## src/rtl/ttt_pkg.sv

```systemverilog
// ttt_pkg: cell encodings, arbiter states and the one-hot to cell index helper
package ttt_pkg;
    localparam int NUM_CELLS = 9;
    localparam logic [3:0] CELL_A = 4'd0;
    localparam logic [3:0] CELL_B = 4'd1;
    localparam logic [3:0] CELL_C = 4'd2;
    localparam logic [3:0] CELL_D = 4'd3;
    localparam logic [3:0] CELL_E = 4'd4;
    localparam logic [3:0] CELL_F = 4'd5;
    localparam logic [3:0] CELL_G = 4'd6;
    localparam logic [3:0] CELL_H = 4'd7;
    localparam logic [3:0] CELL_I = 4'd8;
    localparam logic [3:0] CELL_NONE = 4'hF;

    typedef enum logic [1:0] {
        IDLE    = 2'd0,
        HELD    = 2'd1,
        LOCKOUT = 2'd2
    } arb_state_t;

    function automatic logic [3:0] cell_of(input logic [NUM_CELLS-1:0] v);
        cell_of = CELL_NONE;
        for (int k = NUM_CELLS - 1; k >= 0; k--)
            if (v[k]) cell_of = 4'(k);
    endfunction
endpackage

```

## src/rtl/ttt_debounce_bit.sv

```systemverilog
// ttt_debounce_bit: synchronizer chain plus saturating debounce counter for one button
module ttt_debounce_bit
    import ttt_pkg::*;
#(
    parameter int DEBOUNCE_CYCLES = 16,
    parameter int SYNC_STAGES     = 2
) (
    input  logic clk,
    input  logic reset,
    input  logic raw,
    output logic stable
);
    localparam int CNT_W = $clog2(DEBOUNCE_CYCLES + 1);

    logic [SYNC_STAGES-1:0] sync;
    logic [CNT_W-1:0]       cnt;

    always_ff @(posedge clk or negedge reset) begin
        if (!reset) begin
            sync   <= '0;
            cnt    <= '0;
            stable <= 1'b0;
        end else begin
            sync <= {sync[SYNC_STAGES-2:0], raw};
            if (sync[SYNC_STAGES-1] == stable)
                cnt <= '0;
            else if (cnt == CNT_W'(DEBOUNCE_CYCLES - 1)) begin
                stable <= sync[SYNC_STAGES-1];
                cnt    <= '0;
            end else
                cnt <= cnt + 1'b1;
        end
    end
endmodule

```

## src/rtl/ttt_button_conditioner.sv

```systemverilog
// ttt_button_conditioner: debounces nine board buttons and emits one locked-out press pulse per physical press
module ttt_button_conditioner
    import ttt_pkg::*;
#(
    parameter int DEBOUNCE_CYCLES = 16,
    parameter int SYNC_STAGES     = 2
) (
    input  logic       clk,
    input  logic       reset,
    input  logic       a_button,
    input  logic       b_button,
    input  logic       c_button,
    input  logic       d_button,
    input  logic       e_button,
    input  logic       f_button,
    input  logic       g_button,
    input  logic       h_button,
    input  logic       i_button,
    output logic       a_pulse,
    output logic       b_pulse,
    output logic       c_pulse,
    output logic       d_pulse,
    output logic       e_pulse,
    output logic       f_pulse,
    output logic       g_pulse,
    output logic       h_pulse,
    output logic       i_pulse,
    output logic       press_valid,
    output logic [3:0] cell_idx,
    output logic       locked
);
    logic [NUM_CELLS-1:0] raw, stable, stable_q, rise, pulse;
    arb_state_t state;

    assign raw = {i_button, h_button, g_button, f_button, e_button,
                  d_button, c_button, b_button, a_button};
    assign {i_pulse, h_pulse, g_pulse, f_pulse, e_pulse,
            d_pulse, c_pulse, b_pulse, a_pulse} = pulse;

    for (genvar k = 0; k < NUM_CELLS; k++) begin : g_db
        ttt_debounce_bit #(
            .DEBOUNCE_CYCLES(DEBOUNCE_CYCLES),
            .SYNC_STAGES    (SYNC_STAGES)
        ) u_db (
            .clk   (clk),
            .reset (reset),
            .raw   (raw[k]),
            .stable(stable[k])
        );
    end

    always_comb rise = stable & ~stable_q;

    // A press is accepted only when it is the sole button down; anything else locks out until all release
    always_ff @(posedge clk or negedge reset) begin
        if (!reset) begin
            state       <= IDLE;
            stable_q    <= '0;
            pulse       <= '0;
            press_valid <= 1'b0;
            cell_idx    <= CELL_NONE;
            locked      <= 1'b0;
        end else begin
            stable_q    <= stable;
            pulse       <= '0;
            press_valid <= 1'b0;
            cell_idx    <= CELL_NONE;
            case (state)
                IDLE:
                    if (rise != '0) begin
                        locked <= 1'b1;
                        if ($onehot(rise) && (stable & ~rise) == '0) begin
                            pulse       <= rise;
                            press_valid <= 1'b1;
                            cell_idx    <= cell_of(rise);
                            state       <= HELD;
                        end else
                            state <= LOCKOUT;
                    end
                HELD:
                    if (rise != '0)
                        state <= LOCKOUT;
                    else if (stable == '0) begin
                        state  <= IDLE;
                        locked <= 1'b0;
                    end
                LOCKOUT:
                    if (stable == '0) begin
                        state  <= IDLE;
                        locked <= 1'b0;
                    end
                default: begin
                    state  <= IDLE;
                    locked <= 1'b0;
                end
            endcase
        end
    end
endmodule

```

## config.mk

```make
export PLATFORM = sky130hd
export DESIGN_NAME = ttt_button_conditioner
export DESIGN_NICKNAME = d
export VERILOG_FILES = /design/src/rtl/ttt_pkg.sv /design/src/rtl/ttt_debounce_bit.sv /design/src/rtl/ttt_button_conditioner.sv
export SDC_FILE = /design/constraint.sdc
export NUM_CORES = 1
export LEC_CHECK = 0
export CAP_MARGIN = 20
export CORE_ASPECT_RATIO = 0.9
export CORE_UTILIZATION = 63
export DETAILED_ROUTE_END_ITERATION = 10
export HOLD_SLACK_MARGIN = 0.05
export PLACE_DENSITY_LB_ADDON = 0.08
export SYNTH_ARGS = -nofsm -noshare
export SYNTH_HDL_FRONTEND = slang
export SYNTH_SLANG_ARGS = --single-unit
```

## constraint.sdc

```tcl
create_clock -name clk -period 9.5 [get_ports clk]
set_input_delay 0.95 -clock clk [delete_from_list [all_inputs] [get_ports clk]]
set_output_delay 0.95 -clock clk [all_outputs]
set_load 0.05 [all_outputs]
```

# Yosys cells after proc, flatten, opt, wreduce, memory -nomap -nowiden
# Index checks and enable logic that the tools add are counted.
dict set report word_totals {
  elab_cells 146
  ff_bits 98
}
dict set report op_classes {
  n_addsub 17
  mux 45
  n_eq_ne 23
  reduce_logical 15
  bitwise 13
}
# op count
set op_table {}
lappend op_table {{$mux 5} 18}
lappend op_table {{$add 5x1->5 const B} 9}
lappend op_table {{$eq 5x4->1 const B} 9}
lappend op_table {{$mux 4} 11}
lappend op_table {{$mux 9} 3}
lappend op_table {{$reduce_and 2->1} 10}
lappend op_table {{$and 9x9->9} 2}
lappend op_table {{$logic_not 9->1} 2}
lappend op_table {{$not 9->9} 2}
lappend op_table {{$eq 1x1->1} 9}
lappend op_table {{$not 1->1} 9}
lappend op_table {{$reduce_bool 9->1} 1}
lappend op_table {{$add 1x1->2} 4}
lappend op_table {{$mux 2} 4}
lappend op_table {{$add 2x2->3} 2}
lappend op_table {{$mux 1} 6}
lappend op_table {{$pmux 2 s3} 1}
lappend op_table {{$add 3x3->4} 1}
lappend op_table {{$add 4x1->4} 1}
lappend op_table {{$eq 4x1->1 const B} 1}
lappend op_table {{$ne 2x2->1 const B} 2}
lappend op_table {{$mux 3} 1}
lappend op_table {{$pmux 1 s3} 1}
lappend op_table {{$eq 2x1->1 const B} 1}
lappend op_table {{3 further kinds} 3}

# Longest topological paths before layout
# Gate-level depths: netlist of run 1.
dict set report depth {
  depth_word 14
  depth_mapped 16
}

# Modules after synthesis
# A second synthesis of run 1 with hierarchy kept.
dict set report hier_totals {
  cells_unflattened 325
  area_unflattened_um2 4071.4
}
# module area_each_um2 cells_per_inst seq_area_each_um2 instances
set modules_own_cells {}
lappend modules_own_cells {ttt_debounce_bit 304.0 23 200.2 9}
lappend modules_own_cells {ttt_button_conditioner 1335.0 118 655.6 1}

# Worst setup path before layout of run 1
# Ideal clock, no wire load.
dict set report synth_path {
  path_kind {reg-to-reg}
  startpoint {reg g_db[1].u_db.stable}
  endpoint {reg cell_idx[3]}
  period_less_slack_ns 3.771
  setup_slack_ns 5.729
  path_buffers 0
  arrival_time_ns 3.688
  path_stages_with_launch 16
  path_cell_list {dfrtp_1 -> nor2b_1 -> fa_1 -> inv_1 -> fa_1 -> fa_1 -> inv_1 -> fa_1 -> inv_1 -> fa_1 -> a211oi_2 -> mux2i_1 -> nor4_4 -> nand3_4 -> inv_4 -> o31ai_1}
}
dict set report synth_between {
  elab_chain_len 10
  elab_cells_between_ends 16
  classes_between {add/sub (4); eq/ne (1); mux (5); bitwise (3); reduce/logical (3)}
}
# element line_no
set synth_lines {}
lappend synth_lines {{start, declared} ttt_debounce_bit.sv:11} ;# output logic stable
lappend synth_lines {{start signal, assigned} ttt_debounce_bit.sv:28} ;# stable <= sync[SYNC_STAGES-1];
lappend synth_lines {{$and 9x9->9} ttt_button_conditioner.sv:52} ;# always_comb rise = stable & ~stable_q;
lappend synth_lines {{$add 1x1->2 (implied by the code)} ttt_button_conditioner.sv:72} ;# if ($onehot(rise) && (stable & ~rise) == '0) begin
lappend synth_lines {{$add 2x2->3 (implied by the code)} ttt_button_conditioner.sv:72}
lappend synth_lines {{$add 3x3->4 (implied by the code)} ttt_button_conditioner.sv:72}
lappend synth_lines {{$add 4x1->4 (implied by the code)} ttt_button_conditioner.sv:72}
lappend synth_lines {{$eq 4x1->1} ttt_button_conditioner.sv:72}
lappend synth_lines {{$logic_and 1x1->1} ttt_button_conditioner.sv:72}
lappend synth_lines {{$mux 4} ttt_button_conditioner.sv:72}
lappend synth_lines {{$mux 4 *} ttt_button_conditioner.sv:70} ;# if (rise != '0) begin
lappend synth_lines {{$mux 4 *} ttt_button_conditioner.sv:68} ;# case (state)
lappend synth_lines {{end signal, assigned} ttt_button_conditioner.sv:75} ;# cell_idx <= cell_of(rise);
lappend synth_lines {{end, declared} ttt_button_conditioner.sv:29} ;# output logic [3:0] cell_idx,
# Every way passes the cells marked *; elsewhere a longest branch is shown, timed or not.
# A chain may end at the register's enable or synchronous reset.

# Final worst setup path of run 1
dict set report layout_path {
  startpoint {reg g_db[0].u_db.stable}
  endpoint {reg cell_idx[3]}
}
dict set report layout_between {
  elab_chain_len 10
  elab_cells_between_ends 15
  classes_between {add/sub (4); eq/ne (1); mux (4); bitwise (3); reduce/logical (3)}
}
# element line_no
set layout_lines {}
lappend layout_lines {{start, declared} ttt_debounce_bit.sv:11}
lappend layout_lines {{start signal, assigned} ttt_debounce_bit.sv:28}
lappend layout_lines {{$and 9x9->9} ttt_button_conditioner.sv:52}
lappend layout_lines {{$add 1x1->2 (implied by the code)} ttt_button_conditioner.sv:72}
lappend layout_lines {{$add 2x2->3 (implied by the code)} ttt_button_conditioner.sv:72}
lappend layout_lines {{$add 3x3->4 (implied by the code)} ttt_button_conditioner.sv:72}
lappend layout_lines {{$add 4x1->4 (implied by the code)} ttt_button_conditioner.sv:72}
lappend layout_lines {{$eq 4x1->1} ttt_button_conditioner.sv:72}
lappend layout_lines {{$logic_and 1x1->1} ttt_button_conditioner.sv:72}
lappend layout_lines {{$mux 4} ttt_button_conditioner.sv:72}
lappend layout_lines {{$mux 4 *} ttt_button_conditioner.sv:70}
lappend layout_lines {{$mux 4 *} ttt_button_conditioner.sv:68}
# Marks and branches as above.

==> results of run 1 <==
==> through the flow <==
stage               util (%)  area, um2
finish                  74.4       4570
global route            74.4       4570
CTS                     74.4       4570
detailed placement      71.4       4390
global placement        71.4       4390
floorplan                  -       4030
==> kinds of logic (layout without fill, tap and decap cells) <==
| kind of cell | count (synthesis) | in the layout | synth area share (%) |
|---|---|---|---|
| DFF | 98 | 98 | 61.0 |
| AOI/OAI and AO/OA | 29 | 29 | 5.22 |
| muxes | 10 | 10 | 2.77 |
| xor gates and xnor gates | 27 | 27 | 5.87 |
| adders and majority gates | 21 | 21 | 7.46 |
| buffers and inverters | 23 | 65 | 2.21 |
| and+or+nand+nor | 119 | 119 | 15.4 |
==> synthesized netlist by cell type (all sizes together), types with 7 or more instances <==
library cell and number:
xor2 27, and3 10, nand3 26, mux2 9, dfrtp 94, ha 16, and2 11, nand2 8
nor2 46, o21ai 12, inv 23, nand2b 7
==> metal layers <==
metal,track usage (%),vias to the layer above,wire [um]
li1,-,1163,-
met1,30.3,1132,2710
met2,32.9,46,2730
met3,7.34,13,257
met4,7.00,0,101
met5,0,-,0
==> sequential cells by signal, indices dropped and copies added (netlist names) <==
signal	cells
g_db.u_db.cnt	45
g_db.u_db.sync	18
g_db.u_db.stable	9
pulse	9
stable_q	9
cell_idx	4
state	2
locked	1
press_valid	1
==> cell type report <==
class / count / area, um2
flip-flops and latches: 98 / 2460
well taps: 87 / 109
clock buffers: 12 / 155
fillers: 440 / 1580
repair buffers: 26 / 255
inverters: 23 / 88.8
multi-input cells: 206 / 1480
clock inverters: 4 / 26.3
==> report_power, final <==
group	internal [mW]	switching [mW]
registers	0.432	0.0104
clock network	0.110	0.131
logic	0.0190	0.0273
==> worst min path at each step <==
stage                         startpoint                   end  slack [ns]  cells past startpoint
floorplan           g_db[0].u_db.sync[0]  g_db[0].u_db.sync[1]        0.33                      0
global placement    g_db[5].u_db.sync[0]  g_db[5].u_db.sync[1]        0.33                      0
detailed placement  g_db[4].u_db.sync[0]  g_db[4].u_db.sync[1]        0.34                      0
CTS                 g_db[1].u_db.sync[0]  g_db[1].u_db.sync[1]        0.35                      0
global route        g_db[1].u_db.sync[0]  g_db[1].u_db.sync[1]        0.36                      0
finish              g_db[1].u_db.sync[0]  g_db[1].u_db.sync[1]        0.34                      0
==> reports/qor.yml, run 1 <==
timing:
  tns_ns: 0
  final_max_slew_viol_count: 0
  rsz0062_at_grt: "false"
  worst_slew_pin_slew_ns: 0.748
  setup_viol: 0
  relSlewSlack_pct: 50.2
  layout_setup_ws_ns: 5.38
  final_hold_viol_count: 0
  final.period_utilization_pct: 43.3
  fin_worst_hold_slack_ns: 0.340
  clock_skew_ns: 0.0115
  timing.fmax_mhz: 243
  period_needed_ns: 4.12
worst_setup_path:
  cp.required_ns: 9.78
  timing.critical_path.mode_cell: "fa_1"
  r2r_cells: 16
  endpoint: "cell_idx[3]"
  r2r-end: "cell_idx[3]"
  arrival_ns: 4.40
  crit_start: "g_db[0].u_db.stable"
  timing.rr.start: "g_db[0].u_db.stable"
  critPathKind: "reg2reg"
  slowest_stage: "fa_1"
  setup.worst_path.end_class: "register"
  critPathMaxFanout: 10
  r2r_setup_slack_ns: 5.38
  worstPathCellList: "nand2b_1 > inv_1 > fa_1 > inv_1 > fa_1 > fa_1 > inv_1 > fa_1 > inv_1 > fa_1 > a211oi_2 > mux2i_1 > nor4_4 > nand3_4 > inv_4 > o31ai_1"
  crit_buf_inv: 5
  cp.depth: 16
  critPathTopFamily: "adder cells"
  critical-path-max-stage-delay_ns: 0.51
  startpoint_type: "register"
grt:
  grt-ovfl-total: 0
  grt_util_all_layers_pct: 21.9
  grt_pass1_vias: 2397
  grt_pass1_wl_um: 11100
  antenna_found_initial: 0
  grt_max_degree: 65
detailed_routing:
  ant_nets: 0
  drt_iter0_markers: 127
  drcViolationCount: 0
  viasPerCell: 5.16
  wl_per_cell_um: 12.7
  routed_wl_um: 5800
  vias: 2354
  dr.pass1.iters: 4
logic_synthesis:
  yosys.area.top_type: "dfrtp_1"
  synth_enable_flop_cells: 0
  syn_area_per_cell_um2: 12.3
  synth_area_leaders: "dfrtp_1, xor2_1, ha_1, nor2_1, nand3_1"
  synth_flop_cell: "dfrtp_1"
  synth_area_um2: 4030
  yosysWarnings: 0
  synthDominantCellAreaShare_pct: 58.4
  synthCells: 327
  ys_seq_area_share_pct: 61.0
  ys_types: 39
  async_reset_ff_share_pct: 100
  syn_nets: 359
  ys_ff_latch: 98
floorplanning:
  placementRows: 27
  die_w_um: 86.3
  die_h_um: 77.8
  die_area_um2: 6720
  core_area_um2: 6150
  pin_count: 26
  initial_core_util_pct: 65.5
min_path:
  hold_class: "reg2reg"
power:
  p_per_area_nw_per_um2: 159
  peakVddDrop_mv: 0.143
  p_leak_nw: 2.35
  power_uw: 729
clock_tree:
  cts_root_buf: "clkbuf_8"
  numCtsBuffers: 9
  post-cts-setup-buffer-count: 0
  cts_htree_levels: 3
  cts.reportedPaths.clkPinSlew_ns: 0.09
  cts.sinks: 98
  cts_resized: 0
  cts_hold_buf: 0
  clkLatencyLatePin_ns: 0.36
  tritoncts: "built"
  cts_max_path_buffers: 2
placement:
  dp_cells: 440
  post-place-ws_ns: 5.39
  io_buffers: 25
  gp_congestion: 0.840
  dp_hpwl_um: 4250
finish:
  area_growth_syn_to_layout_pct: 13.5
  most-common-layout-cells: "dfrtp_1, nor2_1, xor2_1, nand3_1, clkdlybuf4s50_1"
  antennaDiodeCount: 0
  final_common_cell: "dfrtp_1"
  drive_gt1_share_pct: 11.9
  fin_cells: 456
  nNetsFinal: 396
outcome:
  outcome: "completed"
job:
  drv_cap: 0
Note: power is estimated with default switching activity, not from simulation.
==> run 2: changes to the inputs <==
--- a/config.mk
+++ b/config.mk
@@ -7,7 +7,7 @@
 export LEC_CHECK = 0
 export CAP_MARGIN = 20
 export CORE_ASPECT_RATIO = 0.9
-export CORE_UTILIZATION = 63
+export CORE_UTILIZATION = 53
 export DETAILED_ROUTE_END_ITERATION = 10
 export HOLD_SLACK_MARGIN = 0.05
 export PLACE_DENSITY_LB_ADDON = 0.08
==> constraint.sdc (replaced) <==
create_clock -name clk -period 3.5 [get_ports clk]
set_input_delay 0.35 -clock clk [delete_from_list [all_inputs] [get_ports clk]]
set_output_delay 0.35 -clock clk [all_outputs]
set_load 0.05 [all_outputs]
==> reports/qor.yml, run 2 (synthesized netlist as in run 1, its figures left out) <==
outcome:
  outcome: "finished, violations left"
  failed_checks: "negative setup slack"
clock_tree:
  tritoncts: "built"
  cts_max_path_buffers: 2
  cts.reportedPaths.clkPinSlew_ns: 0.09
  cts_root_buf: "clkbuf_8"
  cts.sinks: 98
  clkLatencyLatePin_ns: 0.35
  numCtsBuffers: 9
  cts_htree_levels: 3
finish:
  nNetsFinal: 410
  antennaDiodeCount: 0
  seqCellArea_um2: 2460
  fin_util_pct: 66.0
  drive_gt1_share_pct: 18.0
  regMostFlops: "g_db.u_db.cnt"
  multi_input_area_um2: 1530
  final_common_cell: "dfrtp_1"
  top_regs: "g_db.u_db.cnt: 45 flops, g_db.u_db.sync: 18 flops"
  largest_reg_flops: 45
  area_growth_syn_to_layout_pct: 17.8
  most-common-layout-cells: "dfrtp_1, nor2_1, xor2_1, nand3_1, clkdlybuf4s50_1"
  fill_cells: 566
detailed_routing:
  dr.pass1.iters: 4
  drcViolationCount: 0
  routed_wl_um: 6170
  vias: 2454
  viasPerCell: 5.16
  drt_iter0_markers: 99
  ant_nets: 0
  wl_per_cell_um: 13.0
floorplanning:
  die_area_um2: 7950
  placementRows: 29
  die_h_um: 84.7
  pin_count: 26
  die_w_um: 93.9
  initial_core_util_pct: 56.0
  core_area_um2: 7180
min_path:
  worstHoldPathCells: 0
  hold_class: "reg2reg"
  hold_start: "g_db[2].u_db.sync[0]"
  min_to: "g_db[2].u_db.sync[1]"
grt:
  grt_util_all_layers_pct: 18.0
  grt_pass1_vias: 2416
  grt_pass1_wl_um: 10900
  antenna_found_initial: 0
  grt_max_degree: 42
  grt-ovfl-total: 0
power:
  p_int_mw: 1.58
  p_clk_share_pct: 35.1
  pwr-share-seq_pct: 58.6
  combPwrFrac_pct: 6.4
  p_sw_uw: 474
  power_mw: 2.05
  p_per_area_nw_per_um2: 432
  peakVddDrop_mv: 0.272
  swShare_pct: 23.1
  p_leak_nw: 2.41
worst_setup_path:
  critPathKind: "reg2reg"
  cp.required_ns: 3.76
  r2r_setup_slack_ns: -0.26
  setup.worst_path.end_class: "register"
  startpoint_type: "register"
  r2r-end: "state[1]"
  arrival_ns: 4.03
  r2r_cells: 14
  timing.rr.start: "g_db[1].u_db.stable"
  critPathMaxFanout: 4
timing:
  rsz0062_at_grt: "true"
  layout_setup_ws_ns: -0.264
  worst_slew_pin_slew_ns: 0.528
  final.period_utilization_pct: 108
  timing.fmax_mhz: 266
  tns_ns: -2.57
  relSlewSlack_pct: 64.6
  setup_viol: 16
  fin_worst_hold_slack_ns: 0.353
  final_max_slew_viol_count: 0
  period_needed_ns: 3.76
  clock_skew_ns: 0.00889
  final_hold_viol_count: 0
placement:
  gp_congestion: 0.767
  post-place-ws_ns: -0.266
  dp_hpwl_um: 4590
  io_buffers: 25
job:
  drv_cap: 0
## run 2: cell count changes in the layout (fill, tap and decap cells not counted), sizes merged
cell         previous run  this run
dlygate4sd3             0         1
clkinvlp                1         2
nand3                  26        27
bufinv                  0         1
buf                     2        14
clkbuf                 12        10
## run 2: repair_timing
item,in CTS,in global routing
hold buffers,1,0
resized for setup,4,3
gates cloned,1,0
buffers inserted,1,2
endpoints found under the setup margin,16,16
pin swaps,2,2
hold endpoints to repair,39,0
## run 2: layout make-up
class,count,share of cell area [%]
Clock buffer,10,2.90
Clock inverter,6,1.34
Inverter,23,1.87
Multi-Input combinational cell,207,32.1
Sequential cell,98,51.8
Tap cell,93,2.45
Timing Repair Buffer,39,7.49
## run 2: metrics by stage
stage | std cells | area, um2
6_report | 476 | 4740
5_1_grt | 476 | 4740
4_1_cts | 475 | 4730
3_5_place_dp | 456 | 4490
3_3_place_gp | 456 | 4490
2_1_floorplan | 327 | 4040
## run 2: how the worst max path moves through the flow
stage                             start          end  slack, ns  cells after the start
floorplan           g_db[0].u_db.stable  cell_idx[3]      -0.15                     15
global placement    g_db[1].u_db.stable  cell_idx[3]      -0.13                     14
global route        g_db[0].u_db.stable  cell_idx[3]      -0.38                     17
CTS                 g_db[1].u_db.stable     state[1]      -0.22                     14
finish              g_db[1].u_db.stable     state[1]      -0.26                     14
detailed placement          stable_q[3]  cell_idx[3]      -0.27                     15
## run 2: per-layer routing
layer | GRT usage, % | up-vias | wire [um]
met3 | 4.71 | 12 | 250
met1 | 23.8 | 1210 | 2880
met4 | 7.13 | 0 | 114
met2 | 28.5 | 44 | 2930
li1 | - | 1188 | -
met5 | 0 | - | 0
## run 2: power by group through the flow
stage	combinational, mW	clock, mW	sequential (mW)
floorplan	0.0676	0	1.23
global placement	0.127	0	1.22
detailed placement	0.131	0	1.22
CTS	0.135	0.748	1.20
global route	0.151	0.791	1.21
finish	0.131	0.719	1.20
## run 2: worst max-delay path, stage by stage, from the launching register on
cell	delay, ns
dfrtp_1	0.38
nor2b_4	0.13
fa_1	0.53
inv_1	0.05
fa_1	0.46
fa_1	0.49
inv_1	0.05
fa_2	0.34
inv_2	0.06
fa_2	0.43
nand3_2	0.10
nor4_4	0.05
buf_4	0.16
o21ba_2	0.21
o31ai_1	0.23
==> run 3: changes to the inputs <==
--- a/config.mk
+++ b/config.mk
@@ -9,6 +9,7 @@
 export CORE_ASPECT_RATIO = 0.9
 export CORE_UTILIZATION = 53
 export DETAILED_ROUTE_END_ITERATION = 10
+export GPL_ROUTABILITY_DRIVEN = 1
 export HOLD_SLACK_MARGIN = 0.05
 export PLACE_DENSITY_LB_ADDON = 0.08
 export SYNTH_ARGS = -nofsm -noshare
==> results of run 3 <==
Final layout, timing and power as in run 2 (identical DEF).
